$ cat src/rtl/aes_key_pkg.sv
// rtl/aes_key_pkg.sv - shared types, key-length decode and GF helpers for the AES key expander
package aes_key_pkg;

  localparam logic [1:0] KL_128 = 2'b00;
  localparam logic [1:0] KL_192 = 2'b01;
  localparam logic [1:0] KL_256 = 2'b10;
  localparam logic [1:0] KL_BAD = 2'b11;

  localparam int RK_BITS = 128;

  typedef enum logic [1:0] {
    ST_IDLE,
    ST_LOAD,
    ST_EXPAND,
    ST_OUTPUT
  } state_t;

  // Words in the cipher key (Nk)
  function automatic logic [3:0] nk_of(input logic [1:0] kl);
    case (kl)
      KL_128:  return 4'd4;
      KL_192:  return 4'd6;
      default: return 4'd8;
    endcase
  endfunction

  // Number of rounds (Nr)
  function automatic logic [3:0] nr_of(input logic [1:0] kl);
    case (kl)
      KL_128:  return 4'd10;
      KL_192:  return 4'd12;
      default: return 4'd14;
    endcase
  endfunction

  // Total schedule words W = 4(Nr+1)
  function automatic logic [5:0] w_of(input logic [1:0] kl);
    case (kl)
      KL_128:  return 6'd44;
      KL_192:  return 6'd52;
      default: return 6'd60;
    endcase
  endfunction

  // Multiply by x in GF(2^8) modulo x^8+x^4+x^3+x+1
  function automatic logic [7:0] xtime(input logic [7:0] b);
    return {b[6:0], 1'b0} ^ (b[7] ? 8'h1b : 8'h00);
  endfunction

endpackage

$ cat src/rtl/aes_sbox.sv
// rtl/aes_sbox.sv - AES forward S-box, one byte in, one byte out
module aes_sbox (
  input  logic [7:0] din,
  output logic [7:0] dout
);

  // Entry n sits at bits [2047-8n -: 8]; row 0 of the table is the most significant slice
  localparam logic [2047:0] SBOX_TAB = {
    128'h637c777bf26b6fc53001672bfed7ab76, 128'hca82c97dfa5947f0add4a2af9ca472c0,
    128'hb7fd9326363ff7cc34a5e5f171d83115, 128'h04c723c31896059a071280e2eb27b275,
    128'h09832c1a1b6e5aa0523bd6b329e32f84, 128'h53d100ed20fcb15b6acbbe394a4c58cf,
    128'hd0efaafb434d338545f9027f503c9fa8, 128'h51a3408f929d38f5bcb6da2110fff3d2,
    128'hcd0c13ec5f974417c4a77e3d645d1973, 128'h60814fdc222a908846eeb814de5e0bdb,
    128'he0323a0a4906245cc2d3ac629195e479, 128'he7c8376d8dd54ea96c56f4ea657aae08,
    128'hba78252e1ca6b4c6e8dd741f4bbd8b8a, 128'h703eb5664803f60e613557b986c11d9e,
    128'he1f8981169d98e949b1e87e9ce5528df, 128'h8ca1890dbfe6426841992d0fb054bb16
  };

  assign dout = SBOX_TAB[11'd2047 - {din, 3'b000} -: 8];

endmodule

$ cat src/rtl/aes_sub_word.sv
// rtl/aes_sub_word.sv - 32-bit SubWord from four byte S-boxes
module aes_sub_word (
  input  logic [31:0] din,
  output logic [31:0] dout
);

  for (genvar b = 0; b < 4; b++) begin : g_byte
    aes_sbox u_sbox (
      .din  (din[8*b +: 8]),
      .dout (dout[8*b +: 8])
    );
  end

endmodule

$ cat src/rtl/aes_key_expander.sv
// rtl/aes_key_expander.sv - sequential AES-128/192/256 key schedule with forward/reverse round-key stream
module aes_key_expander
  import aes_key_pkg::*;
#(
  parameter int MAX_KEY_BITS = 256
) (
  input  logic                    clk,
  input  logic                    rst,
  input  logic                    start,
  input  logic [1:0]              key_len,
  input  logic                    reverse,
  input  logic [MAX_KEY_BITS-1:0] key_in,
  output logic                    busy,
  output logic                    err,
  output logic                    rk_valid,
  input  logic                    rk_ready,
  output logic [RK_BITS-1:0]      rk_data,
  output logic [3:0]              rk_index,
  output logic                    rk_last
);

  localparam int DEPTH     = (MAX_KEY_BITS == 128) ? 44 : (MAX_KEY_BITS == 192) ? 52 : 60;
  localparam int KEY_WORDS = MAX_KEY_BITS / 32;

  state_t                  state_q, state_d;
  logic [31:0]             wbuf [DEPTH];
  logic [MAX_KEY_BITS-1:0] key_q;
  logic [1:0]              len_q;
  logic                    rev_q;
  logic [5:0]              i_q;
  logic [2:0]              mod_q;
  logic [7:0]              rcon_q;
  logic [3:0]              k_q;
  logic                    err_q;

  logic [3:0]  nk, nr;
  logic [5:0]  wlast, rk_base;
  logic        start_ok, hs;
  logic [31:0] prev_w, back_w, sub_in, sub_out, temp_w, new_w;

  assign nk      = nk_of(len_q);
  assign nr      = nr_of(len_q);
  assign wlast   = w_of(len_q) - 6'd1;
  assign rk_base = {k_q, 2'b00};
  assign err     = err_q;
  assign hs      = rk_valid & rk_ready;

  // A key wider than the buffer was sized for is rejected like an illegal encoding
  assign start_ok = start && (key_len != KL_BAD) && (32 * int'(nk_of(key_len)) <= MAX_KEY_BITS);

  // One schedule word per cycle; the single SubWord serves both the RotWord and AES-256 mid-key steps
  assign prev_w = wbuf[i_q - 6'd1];
  assign back_w = wbuf[i_q - {2'b00, nk}];
  assign sub_in = (mod_q == 3'd0) ? {prev_w[23:0], prev_w[31:24]} : prev_w;

  aes_sub_word u_sub_word (
    .din  (sub_in),
    .dout (sub_out)
  );

  assign temp_w = (mod_q == 3'd0)                  ? (sub_out ^ {rcon_q, 24'h0}) :
                  ((nk == 4'd8) && (mod_q == 3'd4)) ? sub_out : prev_w;
  assign new_w  = back_w ^ temp_w;

  // State register
  always_ff @(posedge clk) begin
    if (rst) state_q <= ST_IDLE;
    else     state_q <= state_d;
  end

  // Next state and round-key outputs; outputs are zero outside OUTPUT
  always_comb begin
    state_d  = state_q;
    busy     = (state_q != ST_IDLE);
    rk_valid = 1'b0;
    rk_data  = '0;
    rk_index = '0;
    rk_last  = 1'b0;
    if (state_q == ST_OUTPUT) begin
      rk_valid = 1'b1;
      rk_data  = {wbuf[rk_base], wbuf[rk_base + 6'd1], wbuf[rk_base + 6'd2], wbuf[rk_base + 6'd3]};
      rk_index = k_q;
      rk_last  = rev_q ? (k_q == 4'd0) : (k_q == nr);
    end
    case (state_q)
      ST_IDLE:   if (start_ok) state_d = ST_LOAD;
      ST_LOAD:   state_d = ST_EXPAND;
      ST_EXPAND: if (i_q == wlast) state_d = ST_OUTPUT;
      ST_OUTPUT: if (hs && rk_last) state_d = ST_IDLE;
      default:   state_d = ST_IDLE;
    endcase
  end

  // Control registers: job settings, word counter, i mod Nk, Rcon and round-key pointer
  always_ff @(posedge clk) begin
    if (rst) begin
      err_q  <= 1'b0;
      key_q  <= '0;
      len_q  <= KL_128;
      rev_q  <= 1'b0;
      i_q    <= '0;
      mod_q  <= '0;
      rcon_q <= 8'h01;
      k_q    <= '0;
    end else begin
      err_q <= (state_q == ST_IDLE) && start && !start_ok;
      case (state_q)
        ST_IDLE: begin
          if (start_ok) begin
            key_q <= key_in;
            len_q <= key_len;
            rev_q <= reverse;
          end
        end
        ST_LOAD: begin
          i_q    <= {2'b00, nk};
          mod_q  <= '0;
          rcon_q <= 8'h01;
        end
        ST_EXPAND: begin
          i_q   <= i_q + 6'd1;
          mod_q <= ({1'b0, mod_q} == nk - 4'd1) ? 3'd0 : mod_q + 3'd1;
          if (mod_q == 3'd0) rcon_q <= xtime(rcon_q);
          if (i_q == wlast) k_q <= rev_q ? nr : 4'd0;
        end
        ST_OUTPUT: begin
          if (hs && !rk_last) k_q <= rev_q ? k_q - 4'd1 : k_q + 4'd1;
        end
        default: ;
      endcase
    end
  end

  // Word buffer: key words on LOAD, one expanded word per EXPAND cycle; contents need no reset
  always_ff @(posedge clk) begin
    if (state_q == ST_LOAD) begin
      for (int j = 0; j < KEY_WORDS; j++) begin
        if (j < int'(nk)) wbuf[j] <= key_q[MAX_KEY_BITS-1-32*j -: 32];
      end
    end else if (state_q == ST_EXPAND) begin
      wbuf[i_q] <= new_w;
    end
  end

endmodule
$ cat config.mk
export PLATFORM = sky130hd
export DESIGN_NAME = aes_key_expander
export DESIGN_NICKNAME = d
export VERILOG_FILES = /design/src/rtl/aes_key_pkg.sv /design/src/rtl/aes_sbox.sv /design/src/rtl/aes_sub_word.sv /design/src/rtl/aes_key_expander.sv
export SDC_FILE = /design/constraint.sdc
export NUM_CORES = 2
export LEC_CHECK = 0
export CAP_MARGIN = 20
export CORE_MARGIN = 10
export CORE_UTILIZATION = 40
export CTS_CLUSTER_SIZE = 12
export DETAILED_ROUTE_END_ITERATION = 7
export PLACE_DENSITY = 0.57
export SYNTH_ARGS = -nofsm -noshare
export SYNTH_HDL_FRONTEND = slang
export SYNTH_SLANG_ARGS = --single-unit
$ cat constraint.sdc
create_clock -name clk -period 9.9 [get_ports clk]
set_input_delay 1.98 -clock clk [delete_from_list [all_inputs] [get_ports clk]]
set_output_delay 1.98 -clock clk [all_outputs]
set_load 0.05 [all_outputs]
==> flow_summary.toml <==
[status]
status = "finished clean"

[timing]
fin_ws_ps = 448.3
final_report_setup_violation_count = 0
clock_skew_ps = 68.41
layout_min_cycle_time_ps = 9452
unrepaired_setup_endpoints_after_global_routing = "no"
layout_worst_path_cycle_share_pct = 95.47
drv_slew = 0
setup_total_negative_slack_ps = 0
slew_headroom_pct = 5.206
timing.fmax_ghz = 0.1058
tightest_pin_transition_ps = 1422
report.final.hold_viol_count = 0

[critical_path]
crit_chain = "inv_1 > ha_4 > buf_4 > mux4_2 > mux4_2 > a22oi_1 > nand3_1 > o21ai_4 > buf_4 > buf_4 > a21oi_1 > o21ai_0 > a21oi_1 > a21oi_1 > nor3_1 > nor4_1 > xnor2_1 > inv_1 > buf_4"
worst_setup_path_start_kind = "flop"
cpPeakStageDelay_ps = 1040
crit-reg2reg-launch = "i_q[1]"
ff2ff_setup_slack_ps = 450
setup.worst_path.start = "i_q[1]"
critical-path-slowest-cell = "sky130_fd_sc_hd__ha_4"
critPathRequiredTime_ps = 10560
critical_path_peak_fanout = 56
worst-endpoint-arrival_ps = 10110
setup_crit_end = "wbuf[36][22]"
critical_path.endpoint_type = "flop"
critPathMostFrequentCell = "sky130_fd_sc_hd__buf_4"
worstRegToRegCells = 19
critPathKind = "reg2reg"
regToRegEndpoint = "wbuf[36][22]"

[grt]
grt_first_pass_wirelength_um = 934700
grt.met3_usage_pct = 10.81
grt_antenna_before_repair = 50
largest_net_degree_at_the_start_of_global_routing = 221
top_usage_layer = "met2"
via_count_of_the_first_global_routing_pass = 106100
grt_util_all_layers_pct = 36.18
groute.layer.met1.usage_pct = 42.10
gr-usage-met2_pct = 53.42
grt_overflow_total = 0

[placed_design]
globalplace.congestion = 1.059
buffer_ports.inserted = 398
worst_slack_at_placement_ps = 1143
postPlaceCellArea_mm2 = 0.1505
post-dp-hpwl_um = 472400

[route]
drc = 0
routed_via_count = 110700
drt_first_pass_iters = 7
routedWlPerCell_um = 47.07
avgViaCountPerCell = 7.457
final_antenna_net_count = 0
drt_first_iter_violations = 20700
detail_route.wirelength_um = 698500

[cells_and_area]
multi_input_area_mm2 = 0.06869
storage_element_area_mm2 = 0.06727
post_route_utilization_pct = 45.91
drive_above_1_share_pct = 29.75
finalNetCount = 10360
area.growth.synth_to_final_pct = 14.30
final_area_mm2 = 0.1591
fillers = 30290

[floorplan]
chipHeight_um = 609.9
top_level_ports = 399
dieArea_mm2 = 0.3719
floorplan.rows = 216
core_region_area_mm2 = 0.3465
die_x_um = 609.9
floorplan.initialDensity_pct = 40.17

[clocking]
number_of_clock_sinks = 2335
tritoncts_clock_tree = "built"
htree_num_levels = 5
postCtsSetupRepairBufs = 0
clock_insertion_delay_worst_skew_ps = 970
post_cts_resized = 0
hold_buffers = 0
clock_tree.root_cell = "sky130_fd_sc_hd__clkbuf_16"
cts_buffers = 270
clk_path_buf_depth = 4
clk_pin_slew_worst_paths_ps = 70

[synthesis]
synth_top_cell_area_share_pct = 44.19
ys_warn_count = 0
post_synth_inst_count = 9775
syn-cell-area_mm2 = 0.1392
synth_area_leaders = "sky130_fd_sc_hd__edfxtp_1 44%, sky130_fd_sc_hd__mux4_2 28%, sky130_fd_sc_hd__dfxtp_1 4.1%"
syn_area_per_cell_um2 = 14.24
synth_seq_area_share_pct = 48.32
synthesis.nets = 10110
synth_ff_type = "sky130_fd_sc_hd__edfxtp_1"
synth_area_leader_cell = "sky130_fd_sc_hd__edfxtp_1"
post_synth_edffs = 2048
ys_ff_latch = 2335
synth_cell_type_count = 107
postSynth.asyncResetShare_pct = 0

[flow_run]
cap_violations = 0

[min_path]
holdCritPathClass = "reg2reg"
[per-stage QoR]
stage	hold WS, ps	std cells
after floorplan	433.8	9775
after global placement	444.6	14320
after detailed placement	446.7	14320
after CTS	455.8	14800
after global routing	465.1	14820
final	452.3	14840
[worst min path at each step]
stage | end | cells past startpoint | from | slack, ps
finish | key_q[79] | 2 | key_q[79] | 450
global route | key_q[79] | 2 | key_q[79] | 470
CTS | key_q[79] | 2 | key_q[79] | 460
floorplan | key_q[0] | 2 | key_q[0] | 430
detailed placement | key_q[79] | 2 | key_q[79] | 450
global placement | key_q[135] | 2 | key_q[135] | 440
[cell families after synthesis]
family          Yosys count  synth area share (%)
fa+ha+maj                71                0.6491
compound gates         1852                 8.807
flops                  2335                 48.32
xor+xnor                 56                0.3929
buf+inv                1003                 3.201
mux                    2157                 31.35
simple gates           2301                 7.282
[cell type report]
| class | count | area share (%) |
|---|---|---|
| clock buffers | 338 | 4.546 |
| repair buffers | 900 | 5.359 |
| well taps | 4578 | 3.601 |
| multi-input cells | 6437 | 43.18 |
| clock inverters | 136 | 0.7803 |
| diodes | 38 | 0.05978 |
| flip-flops and latches | 2335 | 42.29 |
| inverters | 77 | 0.1848 |
[worst max-delay path: cells and delay by family, from the launching register on]
family	cells	cell delay [ps]
multiplexers	2	980
AND/OR/NAND/NOR	3	1790
AO/OA/AOI/OAI	6	1570
adder cells (fa/ha/maj)	1	1040
flip-flops	1	630
buffers and inverters	6	2470
XOR/XNOR	1	480
[routing by layer]
layer	routed length (um)	up-vias
met2	300000	10850
met5	143	-
met4	85060	22
met1	222200	56360
met3	91020	2651
li1	-	40770
[synthesized netlist by cell type, types with 25 or more instances]
cell type                      n
sky130_fd_sc_hd__buf_2       207
sky130_fd_sc_hd__nand4_1      33
sky130_fd_sc_hd__a21oi_1     514
sky130_fd_sc_hd__o22ai_1     143
sky130_fd_sc_hd__and2_1      128
sky130_fd_sc_hd__a31oi_1      89
sky130_fd_sc_hd__nor3_1       88
sky130_fd_sc_hd__o211ai_1     88
sky130_fd_sc_hd__nor2_1      477
sky130_fd_sc_hd__a21o_1       34
sky130_fd_sc_hd__clkbuf_1    509
sky130_fd_sc_hd__inv_1        67
sky130_fd_sc_hd__a22oi_1      33
sky130_fd_sc_hd__and3_1       28
sky130_fd_sc_hd__buf_4        69
sky130_fd_sc_hd__a211oi_1    109
sky130_fd_sc_hd__nand2b_1     34
sky130_fd_sc_hd__nand3_1     181
sky130_fd_sc_hd__mux4_2     1741
sky130_fd_sc_hd__ha_1         69
sky130_fd_sc_hd__o2111ai_1    29
sky130_fd_sc_hd__mux2i_1     216
sky130_fd_sc_hd__buf_1       118
sky130_fd_sc_hd__edfxtp_1   2048
sky130_fd_sc_hd__o31ai_1      25
sky130_fd_sc_hd__xnor2_1      36
sky130_fd_sc_hd__a221oi_1     83
sky130_fd_sc_hd__dfxtp_1     287
sky130_fd_sc_hd__mux2_2      198
sky130_fd_sc_hd__a311oi_1     33
sky130_fd_sc_hd__o221ai_1     34
sky130_fd_sc_hd__nand2_1    1150
sky130_fd_sc_hd__o21ai_0     325
sky130_fd_sc_hd__nor2b_1      65
[sequential cells by signal (all words and copies together), names as in the netlist, 2 cells and up, named ones only]
signal / count
len_q: 2
wbuf: 2048
mod_q: 3
key_q: 256
state_q: 2
rcon_q: 8
k_q: 4
i_q: 6
[cell usage in the layout, fill, tap and decap left out, drive strengths merged, types with 69 or more instances in the layout]
cell	synthesis	routed
buf	417	502
clkinv	3	103
nand2	1153	1153
a21oi	515	515
and2	131	131
a221oi	86	86
dfxtp	287	287
nor2	480	480
edfxtp	2048	2048
a211oi	110	110
mux2	198	198
a31oi	89	89
mux4	1741	1741
o22ai	143	143
nand3	181	181
clkdlybuf4s50	0	397
clkbuf	509	339
mux2i	218	218
o211ai	95	95
nor3	90	90
ha	69	69
o21ai	348	348
inv	74	91
Power is left out: the tool's default activity adds up to more than one toggle a clock period on the data nets, which glitch-free logic cannot reach.
